## config.mk

```make
export PLATFORM = sky130hd
export DESIGN_NAME = fetcher_flat
export DESIGN_NICKNAME = d
export VERILOG_FILES = /design/src/rtl/fetcher_if.sv /design/src/rtl/fetcher.sv /design/src/flat_wrapper.sv
export SDC_FILE = /design/constraint.sdc
export NUM_CORES = 1
export LEC_CHECK = 0
export CAP_MARGIN = 20
export CELL_PAD_IN_SITES_DETAIL_PLACEMENT = 1
export CELL_PAD_IN_SITES_GLOBAL_PLACEMENT = 1
export CORE_ASPECT_RATIO = 1.4
export CORE_UTILIZATION = 38
export DETAILED_ROUTE_END_ITERATION = 7
export GPL_ROUTABILITY_DRIVEN = 0
export PLACE_DENSITY_LB_ADDON = 0.25
export SETUP_SLACK_MARGIN = 0.05
export SYNTH_ARGS = -nofsm -noshare
export SYNTH_HDL_FRONTEND = slang
export SYNTH_SLANG_ARGS = --single-unit
```

## constraint.sdc

```tcl
create_clock -name clk -period 12.1 [get_ports clk]
set_clock_uncertainty 0.1 [all_clocks]
set_input_delay 1.21 -clock clk [delete_from_list [all_inputs] [get_ports clk]]
set_output_delay 1.21 -clock clk [all_outputs]
set_load 0.005 [all_outputs]
```

## src/rtl/fetcher_if.sv

```systemverilog
// fetcher_if: PC-stage, memory-controller and instruction-queue signals of the fetch stage.
interface fetcher_if;
  logic        ena;
  logic [31:0] in_pc;
  logic        in_pc_taken;
  logic        in_rollback;
  logic        out_pc_ena;
  logic [31:0] out_last_pc;
  logic [31:0] out_last_inst;
  logic        out_mem_req;
  logic [31:0] out_mem_addr;
  logic        in_mem_ready;
  logic [31:0] in_mem_data;
  logic        in_queue_full;
  logic        out_inst_valid;
  logic [31:0] out_inst;
  logic [31:0] out_inst_pc;
  logic        out_inst_taken;
  modport master (
    input  ena, in_pc, in_pc_taken, in_rollback, in_mem_ready, in_mem_data, in_queue_full,
    output out_pc_ena, out_last_pc, out_last_inst, out_mem_req, out_mem_addr,
           out_inst_valid, out_inst, out_inst_pc, out_inst_taken
  );
  modport slave (
    output ena, in_pc, in_pc_taken, in_rollback, in_mem_ready, in_mem_data, in_queue_full,
    input  out_pc_ena, out_last_pc, out_last_inst, out_mem_req, out_mem_addr,
           out_inst_valid, out_inst, out_inst_pc, out_inst_taken
  );
endinterface

```

## src/rtl/fetcher.sv

```systemverilog
// fetcher: instruction fetch via optional direct-mapped I-cache (enabled by `define ICACHE_EN)
// or memory controller; emits one instruction per pulse and discards in-flight fetches on rollback.
module fetcher #(
  parameter int ICACHE_INDEX_BITS = 6
) (
  input logic       clk,
  input logic       rst,
  fetcher_if.master bus
);
  typedef enum logic [1:0] {IDLE, MEM, HOLD, PCUPD} state_t;
  state_t      state_q;
  logic [31:0] pc_q, hold_q, last_pc_q, last_inst_q;
  logic        mem_req_q, valid_q, discard_q;
  logic        hit;
  logic [31:0] hit_data;
`ifdef ICACHE_EN
  localparam int N = ICACHE_INDEX_BITS;
  localparam int L = 1 << N;
  logic [L-1:0]    vld_q;
  logic [29-N:0]   tag_q [L];
  logic [31:0]     data_q [L];
  logic [N-1:0]    rd_idx, wr_idx;
  logic            fill;
  assign rd_idx   = bus.in_pc[N+1:2];
  assign wr_idx   = pc_q[N+1:2];
  assign fill     = bus.ena && state_q == MEM && bus.in_mem_ready;
  assign hit      = vld_q[rd_idx] && tag_q[rd_idx] == bus.in_pc[31:N+2];
  assign hit_data = data_q[rd_idx];
  always_ff @(posedge clk)
    if (fill) begin
      tag_q[wr_idx]  <= pc_q[31:N+2];
      data_q[wr_idx] <= bus.in_mem_data;
    end
  always_ff @(posedge clk or posedge rst)
    if (rst) vld_q <= '0;
    else if (fill) vld_q[wr_idx] <= 1'b1;
`else
  assign hit      = 1'b0;
  assign hit_data = '0;
`endif
  always_ff @(posedge clk or posedge rst)
    if (rst) begin
      state_q     <= IDLE;
      pc_q        <= '0;
      hold_q      <= '0;
      last_pc_q   <= '0;
      last_inst_q <= '0;
      mem_req_q   <= 1'b0;
      valid_q     <= 1'b0;
      discard_q   <= 1'b0;
    end else if (bus.ena) begin
      valid_q <= 1'b0;
      case (state_q)
        IDLE:
          if (!bus.in_rollback) begin
            if (!hit) begin
              pc_q      <= bus.in_pc;
              mem_req_q <= 1'b1;
              state_q   <= MEM;
            end else if (!bus.in_queue_full) begin
              valid_q     <= 1'b1;
              last_pc_q   <= bus.in_pc;
              last_inst_q <= hit_data;
              state_q     <= PCUPD;
            end
          end
        MEM:
          if (bus.in_mem_ready) begin
            mem_req_q <= 1'b0;
            hold_q    <= bus.in_mem_data;
            if (discard_q || bus.in_rollback) begin
              discard_q <= 1'b0;
              state_q   <= IDLE;
            end else if (!bus.in_queue_full) begin
              valid_q     <= 1'b1;
              last_pc_q   <= pc_q;
              last_inst_q <= bus.in_mem_data;
              state_q     <= PCUPD;
            end else state_q <= HOLD;
          end else if (bus.in_rollback) discard_q <= 1'b1;
        HOLD:
          if (bus.in_rollback) state_q <= IDLE;
          else if (!bus.in_queue_full) begin
            valid_q     <= 1'b1;
            last_pc_q   <= pc_q;
            last_inst_q <= hold_q;
            state_q     <= PCUPD;
          end
        default: state_q <= IDLE;
      endcase
    end
  assign bus.out_pc_ena     = valid_q;
  assign bus.out_inst_valid = valid_q;
  assign bus.out_last_pc    = last_pc_q;
  assign bus.out_last_inst  = last_inst_q;
  assign bus.out_inst_pc    = last_pc_q;
  assign bus.out_inst       = last_inst_q;
  assign bus.out_mem_req    = mem_req_q;
  assign bus.out_mem_addr   = {pc_q[31:2], 2'b00};
  assign bus.out_inst_taken = bus.in_pc_taken;
endmodule

```

## src/flat_wrapper.sv

```systemverilog
// flat-port wrapper written by rule: the top's interface ports become plain ports
module fetcher_flat 
#(
  parameter int ICACHE_INDEX_BITS = 6
)
  (clk, rst, bus_ena, bus_in_pc, bus_in_pc_taken, bus_in_rollback, bus_in_mem_ready, bus_in_mem_data, bus_in_queue_full, bus_out_pc_ena, bus_out_last_pc, bus_out_last_inst, bus_out_mem_req, bus_out_mem_addr, bus_out_inst_valid, bus_out_inst, bus_out_inst_pc, bus_out_inst_taken);
  fetcher_if bus_i ();
  input logic clk;
  input logic rst;
  input wire logic [$bits(bus_i.ena)-1:0] bus_ena;
  input wire logic [$bits(bus_i.in_pc)-1:0] bus_in_pc;
  input wire logic [$bits(bus_i.in_pc_taken)-1:0] bus_in_pc_taken;
  input wire logic [$bits(bus_i.in_rollback)-1:0] bus_in_rollback;
  input wire logic [$bits(bus_i.in_mem_ready)-1:0] bus_in_mem_ready;
  input wire logic [$bits(bus_i.in_mem_data)-1:0] bus_in_mem_data;
  input wire logic [$bits(bus_i.in_queue_full)-1:0] bus_in_queue_full;
  output wire logic [$bits(bus_i.out_pc_ena)-1:0] bus_out_pc_ena;
  output wire logic [$bits(bus_i.out_last_pc)-1:0] bus_out_last_pc;
  output wire logic [$bits(bus_i.out_last_inst)-1:0] bus_out_last_inst;
  output wire logic [$bits(bus_i.out_mem_req)-1:0] bus_out_mem_req;
  output wire logic [$bits(bus_i.out_mem_addr)-1:0] bus_out_mem_addr;
  output wire logic [$bits(bus_i.out_inst_valid)-1:0] bus_out_inst_valid;
  output wire logic [$bits(bus_i.out_inst)-1:0] bus_out_inst;
  output wire logic [$bits(bus_i.out_inst_pc)-1:0] bus_out_inst_pc;
  output wire logic [$bits(bus_i.out_inst_taken)-1:0] bus_out_inst_taken;
  assign bus_i.ena = bus_ena;
  assign bus_i.in_pc = bus_in_pc;
  assign bus_i.in_pc_taken = bus_in_pc_taken;
  assign bus_i.in_rollback = bus_in_rollback;
  assign bus_i.in_mem_ready = bus_in_mem_ready;
  assign bus_i.in_mem_data = bus_in_mem_data;
  assign bus_i.in_queue_full = bus_in_queue_full;
  assign bus_out_pc_ena = bus_i.out_pc_ena;
  assign bus_out_last_pc = bus_i.out_last_pc;
  assign bus_out_last_inst = bus_i.out_last_inst;
  assign bus_out_mem_req = bus_i.out_mem_req;
  assign bus_out_mem_addr = bus_i.out_mem_addr;
  assign bus_out_inst_valid = bus_i.out_inst_valid;
  assign bus_out_inst = bus_i.out_inst;
  assign bus_out_inst_pc = bus_i.out_inst_pc;
  assign bus_out_inst_taken = bus_i.out_inst_taken;
  fetcher #(.ICACHE_INDEX_BITS(ICACHE_INDEX_BITS)) u_core (.clk(clk), .rst(rst), .bus(bus_i));
endmodule
```

==> impl_results.md, run 1 <==
* Status: complete, but fails checks
* Failing checks: design-rule violations
* RSZ-0062 raised after global routing: no
* Largest net degree at the start of global routing at 68
* CTS tree: yes
* Met1 Resource Use GR at 0.194
* Final hold vios at 0
* Reg2reg path depth at 5
* Initial Utilization at 0.391
* Top post-synthesis cells by count: dfrtp_1, mux2_2, buf_4
* Min-delay worst type: reg -> reg
* Worst vdd ir at 0.140 mV
* Total negative slack at 0 ps
* Fin crit period at 3100 ps
* Startpoint types: input port
* First-pass DRT Iterations at 6
* Register area at 0.00333 mm^2
* Tightest Pin Transition at 1080 ps
* Number of setup buffers added after CTS at 0
* Total number of yosys warnings at 0
* Worst reg2reg setup slack at 9010 ps
* Die Ht at 155 um
* Synth Cell Area at about 0.0064 mm^2
* PostCTS Resize Cnt at 0
* Die X at 112 um
* CTS Hold Bufs at 0
* Total GRT Usage at 0.174
* Cts bufs inserted at 17
* # diodes at 0
* P per Cell Area at 275 mW/mm^2
* Htree depth at 4
* CP peak stage delay at roughly 860 ps
* WL final at 14200 um
* FP Rows at 55
* Area occupied by multi-input gates at 0.00221 mm^2
* # DRC at 19
* Number of synthesized flops with an enable pin at 0
* Cell depth of the worst min-delay path at 1
* Worst-path clk slew at about 50 ps
* GRT busiest layer: met2
* Setup Viol. Count Final at 0
* Post-synth top area cell: dfrtp_1
* Pleak at 3.77 nW
* Synth Instances at 451
* CP Max Fanout at 32
* Core area at 0.0163 mm^2
* Area Overhead vs Synth at 37.5%
* Antenna violations before repair at 0
* FILL cells at 1591
* Global-route wire length before repair at 23200 um
* Most used flip-flop cell after synthesis: dfrtp_1
* Die footprint at approximately 0.017 mm^2
* DR WL/cell at about 18 um
* Post-DRT Antenna Nets at 0
* Clk sinks at roughly 130
* Worst-path cell chain: clkdlybuf4s50_1 > nand3b_1 > a2111o_2 > mux2_4
* Count leader, synth: dfrtp_1
* Initial detailed-routing violation count at 96
* Clk root buf: clkbuf_16
* Worst slew margin at 0.278
* CP max stage cell: a2111o_2
* Ys async rst share at 1.00
* Placed Cells at 768
* Crit-path leading delay family: compound AO/OA/AOI/OAI gates
* Met3 Usage GRT at 0.0495
* Max-cap viol count at 0
* Crit share post-route at 0.256
* Reg-to-reg critical path endpoint: u_core.bus.out_inst_pc[27]$_DFFE_PP0P_
* Max Fclk at 322 MHz
* Overflow after GRT at 0
* Mean Syn Cell Area at ~14 um^2
* Clock latency on the worst-skew pair at 410 ps
* Worst-case clock buffer depth at 2
* Final HPWL DP at 10000 um
* Fin nets at between 600 and 700
* Post-synthesis register bit count at 133
* Drt via density at 4.84
* Vias in the first global route at about 4300
* Yosys top cell area share at 0.521
* Top post-synthesis cells by area: dfrtp_1, mux2_2, buf_4
* M2 GR Usage at 0.310
* Hold Path End: u_core.hold_q[1]$_DFFE_PP0P_
* Sequential area share after synthesis at 0.521
* Post-synth cell types at 32
* Crit Path Category: in -> reg
* Final max-slew violation count at 0
* Critical Path AT at ~3300 ps
* Fraction of layout cells with a size suffix above 1 at 0.329
* I/O pins at 235
* Vias after detailed routing at 3873
* WP data required at about 12000 ps
* Critical Path Sink Type: flip-flop
* R2R Path Start: u_core.state_q[0]$_DFFE_PP0P_
* Crit path buf inv count at 1
* HP Start: u_core.hold_q[1]$_DFFE_PP0P_
* # port buffers at 230
* Fin cells at 800
[report_power, final]
part	total, mW	internal [mW]	switching [mW]
sequential	0.830	0.668	0.162
combinational	1.03	0.730	0.302
clock	0.551	0.353	0.198
total	2.41	1.75	0.662
[how the worst max path moves through the flow]
stage	cells after the start	startpoint	endpoint
final	4	bus_in_mem_ready	u_core.bus.out_inst_pc[27]$_DFFE_PP0P_
after global routing	5	u_core.state_q[0]$_DFFE_PP0P_	u_core.bus.out_inst_pc[25]$_DFFE_PP0P_
after CTS	5	u_core.state_q[0]$_DFFE_PP0P_	u_core.bus.out_inst_pc[31]$_DFFE_PP0P_
after detailed placement	4	bus_in_rollback	u_core.pc_q[31]$_DFFE_PP0P_
after global placement	4	bus_in_mem_ready	u_core.bus.out_inst_pc[18]$_DFFE_PP0P_
after floorplan	1	rst	u_core.bus.out_inst[0]$_DFFE_PP0P_
[cell families after synthesis]
| logic type | count (synthesis) | share of synthesized area |
|---|---|---|
| multiplexers | 161 | 0.301 |
| flip-flops | 133 | 0.521 |
| buffers and inverters | 122 | 0.135 |
| AND/OR/NAND/NOR | 17 | 0.0153 |
| AO/OA/AOI/OAI | 12 | 0.0161 |
| adder cells (fa/ha/maj) | 5 | 0.00980 |
| other | 1 | 0.000587 |
[flip-flops by register name (all words and copies together) (netlist names)]
register / flops
u_core.discard_q: 1
u_core.hold_q: 32
u_core.bus.out_inst_pc: 32
u_core.pc_q: 32
u_core.state_q: 2
u_core.bus.out_inst_valid: 1
u_core.bus.out_inst: 32
u_core.bus.out_mem_req: 1
[metal layers]
metal,wire (um),vias to the layer above
met4,255,0
met3,838,20
li1,-,1723
met1,5500,1973
met5,0,-
met2,7640,157
[worst reg2reg max path, cell delays in order (launching register included)]
cell      delay, ps
dfrtp_1         420
inv_1           110
ha_2            820
nand2b_1        110
a2111o_2        930
mux2_4          470
[cell usage in the layout, fill, tap and decap left out, types with 2 or more instances in the layout]
master	Yosys	layout
clkinv_4	0	4
bufinv_16	0	4
ha_1	5	4
mux2_2	128	128
a31oi_1	2	2
buf_4	101	3
inv_1	6	5
nor2_1	2	2
clkinv_2	0	2
conb_1	1	2
dfrtp_1	133	133
nand2_1	2	2
clkdlybuf4s50_1	0	230
clkbuf_16	0	17
nand2b_1	4	4
nor2b_1	2	2
mux2_4	30	30
inv_6	0	3
nand3b_1	3	3
mux2_1	2	2
[final cells by class]
class / instances / area share
clock buffer: 18 / 0.0500
clock inverter: 14 / 0.0227
inverter: 6 / 0.00285
multi-input combinational: 197 / 0.252
sequential: 133 / 0.379
tap: 199 / 0.0284
timing repair buffer: 233 / 0.265
[metrics by stage]
| step | worst slack, ps | total power, mW | util | area (um^2) | hold WS [ps] |
|---|---|---|---|---|---|
| finish | 9000 | 2.41 | 0.538 | 8780 | 401 |
| global route | 8780 | 2.56 | 0.538 | 8780 | 421 |
| CTS | 8900 | 2.45 | 0.538 | 8780 | 403 |
| detailed placement | 8550 | 1.89 | 0.499 | 8140 | 389 |
| global placement | 8610 | 1.84 | 0.499 | 8140 | 382 |
| floorplan | 7240 | 1.44 | - | 6390 | 374 |
Note: power is estimated with default switching activity, not from simulation.
==> run 2: changes to the inputs <==
--- a/config.mk
+++ b/config.mk
@@ -9,7 +9,7 @@
 export CELL_PAD_IN_SITES_DETAIL_PLACEMENT = 1
 export CELL_PAD_IN_SITES_GLOBAL_PLACEMENT = 1
 export CORE_ASPECT_RATIO = 1.4
-export CORE_UTILIZATION = 38
+export CORE_UTILIZATION = 35
 export DETAILED_ROUTE_END_ITERATION = 7
 export GPL_ROUTABILITY_DRIVEN = 0
 export PLACE_DENSITY_LB_ADDON = 0.25
==> constraint.sdc (replaced) <==
create_clock -name clk -period 2.92 [get_ports clk]
set_clock_uncertainty 0.1 [all_clocks]
set_input_delay 0.292 -clock clk [delete_from_list [all_inputs] [get_ports clk]]
set_output_delay 0.292 -clock clk [all_outputs]
set_load 0.005 [all_outputs]
==> impl_results.md, run 2 (synthesis gave the netlist of run 1 again) <==
* Number of setup buffers added after CTS at 0 (unchanged)
* Total GRT Usage at 0.162 (-0.0121)
* Initial Utilization at 0.356 (-0.0353)
* Tightest Pin Transition at 702 ps (-381 ps)
* Register area at 0.00333 mm^2 (unchanged)
* Clk root buf: clkbuf_16
* WP data required at 3120 ps (-9170 ps)
* Max-cap viol count at 0 (unchanged)
* Most common cell after layout, fill and taps aside: clkdlybuf4s50_1
* Total negative slack at 0 ps (unchanged)
* Worst vdd ir at 0.533 mV (+280%)
* Area post-placement at 0.00824 mm^2 (+1.2%)
* Antenna violations before repair at 0 (unchanged)
* I/O pins at 235 (unchanged)
* Setup Viol. Count Final at 0 (unchanged)
* Area occupied by multi-input gates at 0.00221 mm^2 (unchanged)
* Die X at 116 um (+4.1%)
* Final HPWL DP at 9940 um (-0.75%)
* Crit Path Category: reg -> reg
* Final max-slew violation count at 0 (unchanged)
* Core area at 0.0179 mm^2 (+9.9%)
* Min-delay worst type: in -> async
* Critical Path AT at 2620 ps (-670 ps)
* Commonest non-fill, non-tap cells in the layout: clkdlybuf4s50_1, dfrtp_1, mux2_2
* Largest net degree at the start of global routing at 134 (+97%)
* Final Cell Area at 0.00879 mm^2 (+0.21%)
* Final hold vios at 0 (unchanged)
* P per Cell Area at 1110 mW/mm^2 (+300%)
* Clock latency on the worst-skew pair at 410 ps (about the same)
* Crit share post-route at 0.831
* Post-DRT Antenna Nets at 0 (unchanged)
* FILL cells at 1832 (+15%)
* Placed Cells at 812 (+5.7%)
* Fin crit period at 2430 ps
* Fin nets at 667 (+0.45%)
* Fraction of layout cells with a size suffix above 1 at 0.331 (+0.00167)
* DR WL/cell at 17.0 um (-4.2%)
* Cts bufs inserted at 17 (unchanged)
* Initial detailed-routing violation count at 99 (+3.1%)
* Vias after detailed routing at 3901 (+0.72%)
* Drt via density at 4.62 (-4.5%)
* Htree depth at 4 (unchanged)
* # DRC at 0 (-19)
* Critical Path Sink Type: flip-flop
* Worst-case clock buffer depth at 2 (unchanged)
* Status: finished clean
* CTS Hold Bufs at 0 (unchanged)
* RSZ-0062 raised after global routing: no
* CP Max Fanout at 32 (unchanged)
* Overflow after GRT at 0 (unchanged)
* Area Overhead vs Synth at 37.8%
* PostCTS Resize Cnt at 0 (unchanged)
* Worst-path clk slew at 60 ps (about the same)
* Die Ht at 162 um (+4.1%)
* Startpoint types: flip-flop
* Die footprint at 0.0188 mm^2 (+8.4%)
* WL final at 14400 um (+1.1%)
* First-pass DRT Iterations at 4 (-2)
* FP Rows at 58 (+5.5%)
* Max Fclk at just over 400 MHz
* CTS tree: yes
* # port buffers at 230 (unchanged)
* Global-route wire length before repair at 22900 um (-1.4%)
* Pleak at 3.73 nW (-0.82%)
* Vias in the first global route at 4225 (-2.4%)
* Clk sinks at 133 (unchanged)
* # diodes at 0 (unchanged)
* Worst slew margin at 0.532 (+0.254)
* Fin cells at 844 (+5.5%)
## run 2: cell count changes in the layout (fill, tap and decap cells not counted), sizes merged
cell / change
clkinvlp: +4
buf: +3
bufinv: -3
inv: -1
## run 2: worst max-delay path: stages, from the launching register on
cell and delay [ps]:
dfrtp_1 400, inv_1 130, ha_1 370, nand3b_1 150
a2111o_2 440, buf_4 310, mux2_4 370
## run 2: metrics by stage
| step | power (mW) | util | hold slack (ps) | setup WS, ps |
|---|---|---|---|---|
| 4_1_cts | 9.95 | 0.491 | 367 | 488 |
| 3_5_place_dp | 7.85 | 0.460 | 391 | 495 |
| 2_1_floorplan | 5.97 | - | 289 | 785 |
| 3_3_place_gp | 7.67 | 0.460 | 381 | 574 |
| 5_1_grt | 10.4 | 0.491 | 361 | 393 |
| 6_report | 9.77 | 0.491 | 365 | 494 |
## run 2: final cells by class
type / count / area share
multi-input combinational: 197 / 0.251
sequential: 133 / 0.378
tap: 240 / 0.0341
inverter: 6 / 0.00299
clock buffer: 18 / 0.0488
timing repair buffer: 236 / 0.270
clock inverter: 14 / 0.0145
## run 2: worst paths after layout
path	slack (ps)	endpoint	start	cells after the start
hold reg to reg	400	u_core.hold_q[20]$_DFFE_PP0P_	u_core.hold_q[20]$_DFFE_PP0P_	1
min in group clk	390	u_core.pc_q[4]$_DFFE_PP0P_	bus_in_pc[4]	2
hold / removal	370	u_core.bus.out_inst_pc[8]$_DFFE_PP0P_	rst	3
setup reg to reg	490	u_core.bus.out_inst_pc[7]$_DFFE_PP0P_	u_core.state_q[1]$_DFFE_PP0P_	6
max in group asynchronous	1860	u_core.bus.out_inst[13]$_DFFE_PP0P_	rst	3
setup / recovery	490	u_core.bus.out_inst_pc[7]$_DFFE_PP0P_	u_core.state_q[1]$_DFFE_PP0P_	6
## run 2: layer usage
layer  global-route usage  vias to the layer above  routed length [um]
met2                0.277                      176                7360
met1                0.185                     1971                5740
li1                     -                     1741                   -
met4               0.0600                        0                 194
met5                    0                        -                   0
met3               0.0534                       13                1100
## run 2: power breakdown
group | total, mW | switching (mW) | internal [mW]
clock network | 2.02 | 0.842 | 1.18
registers | 3.44 | 0.675 | 2.77
logic | 4.31 | 1.26 | 3.05
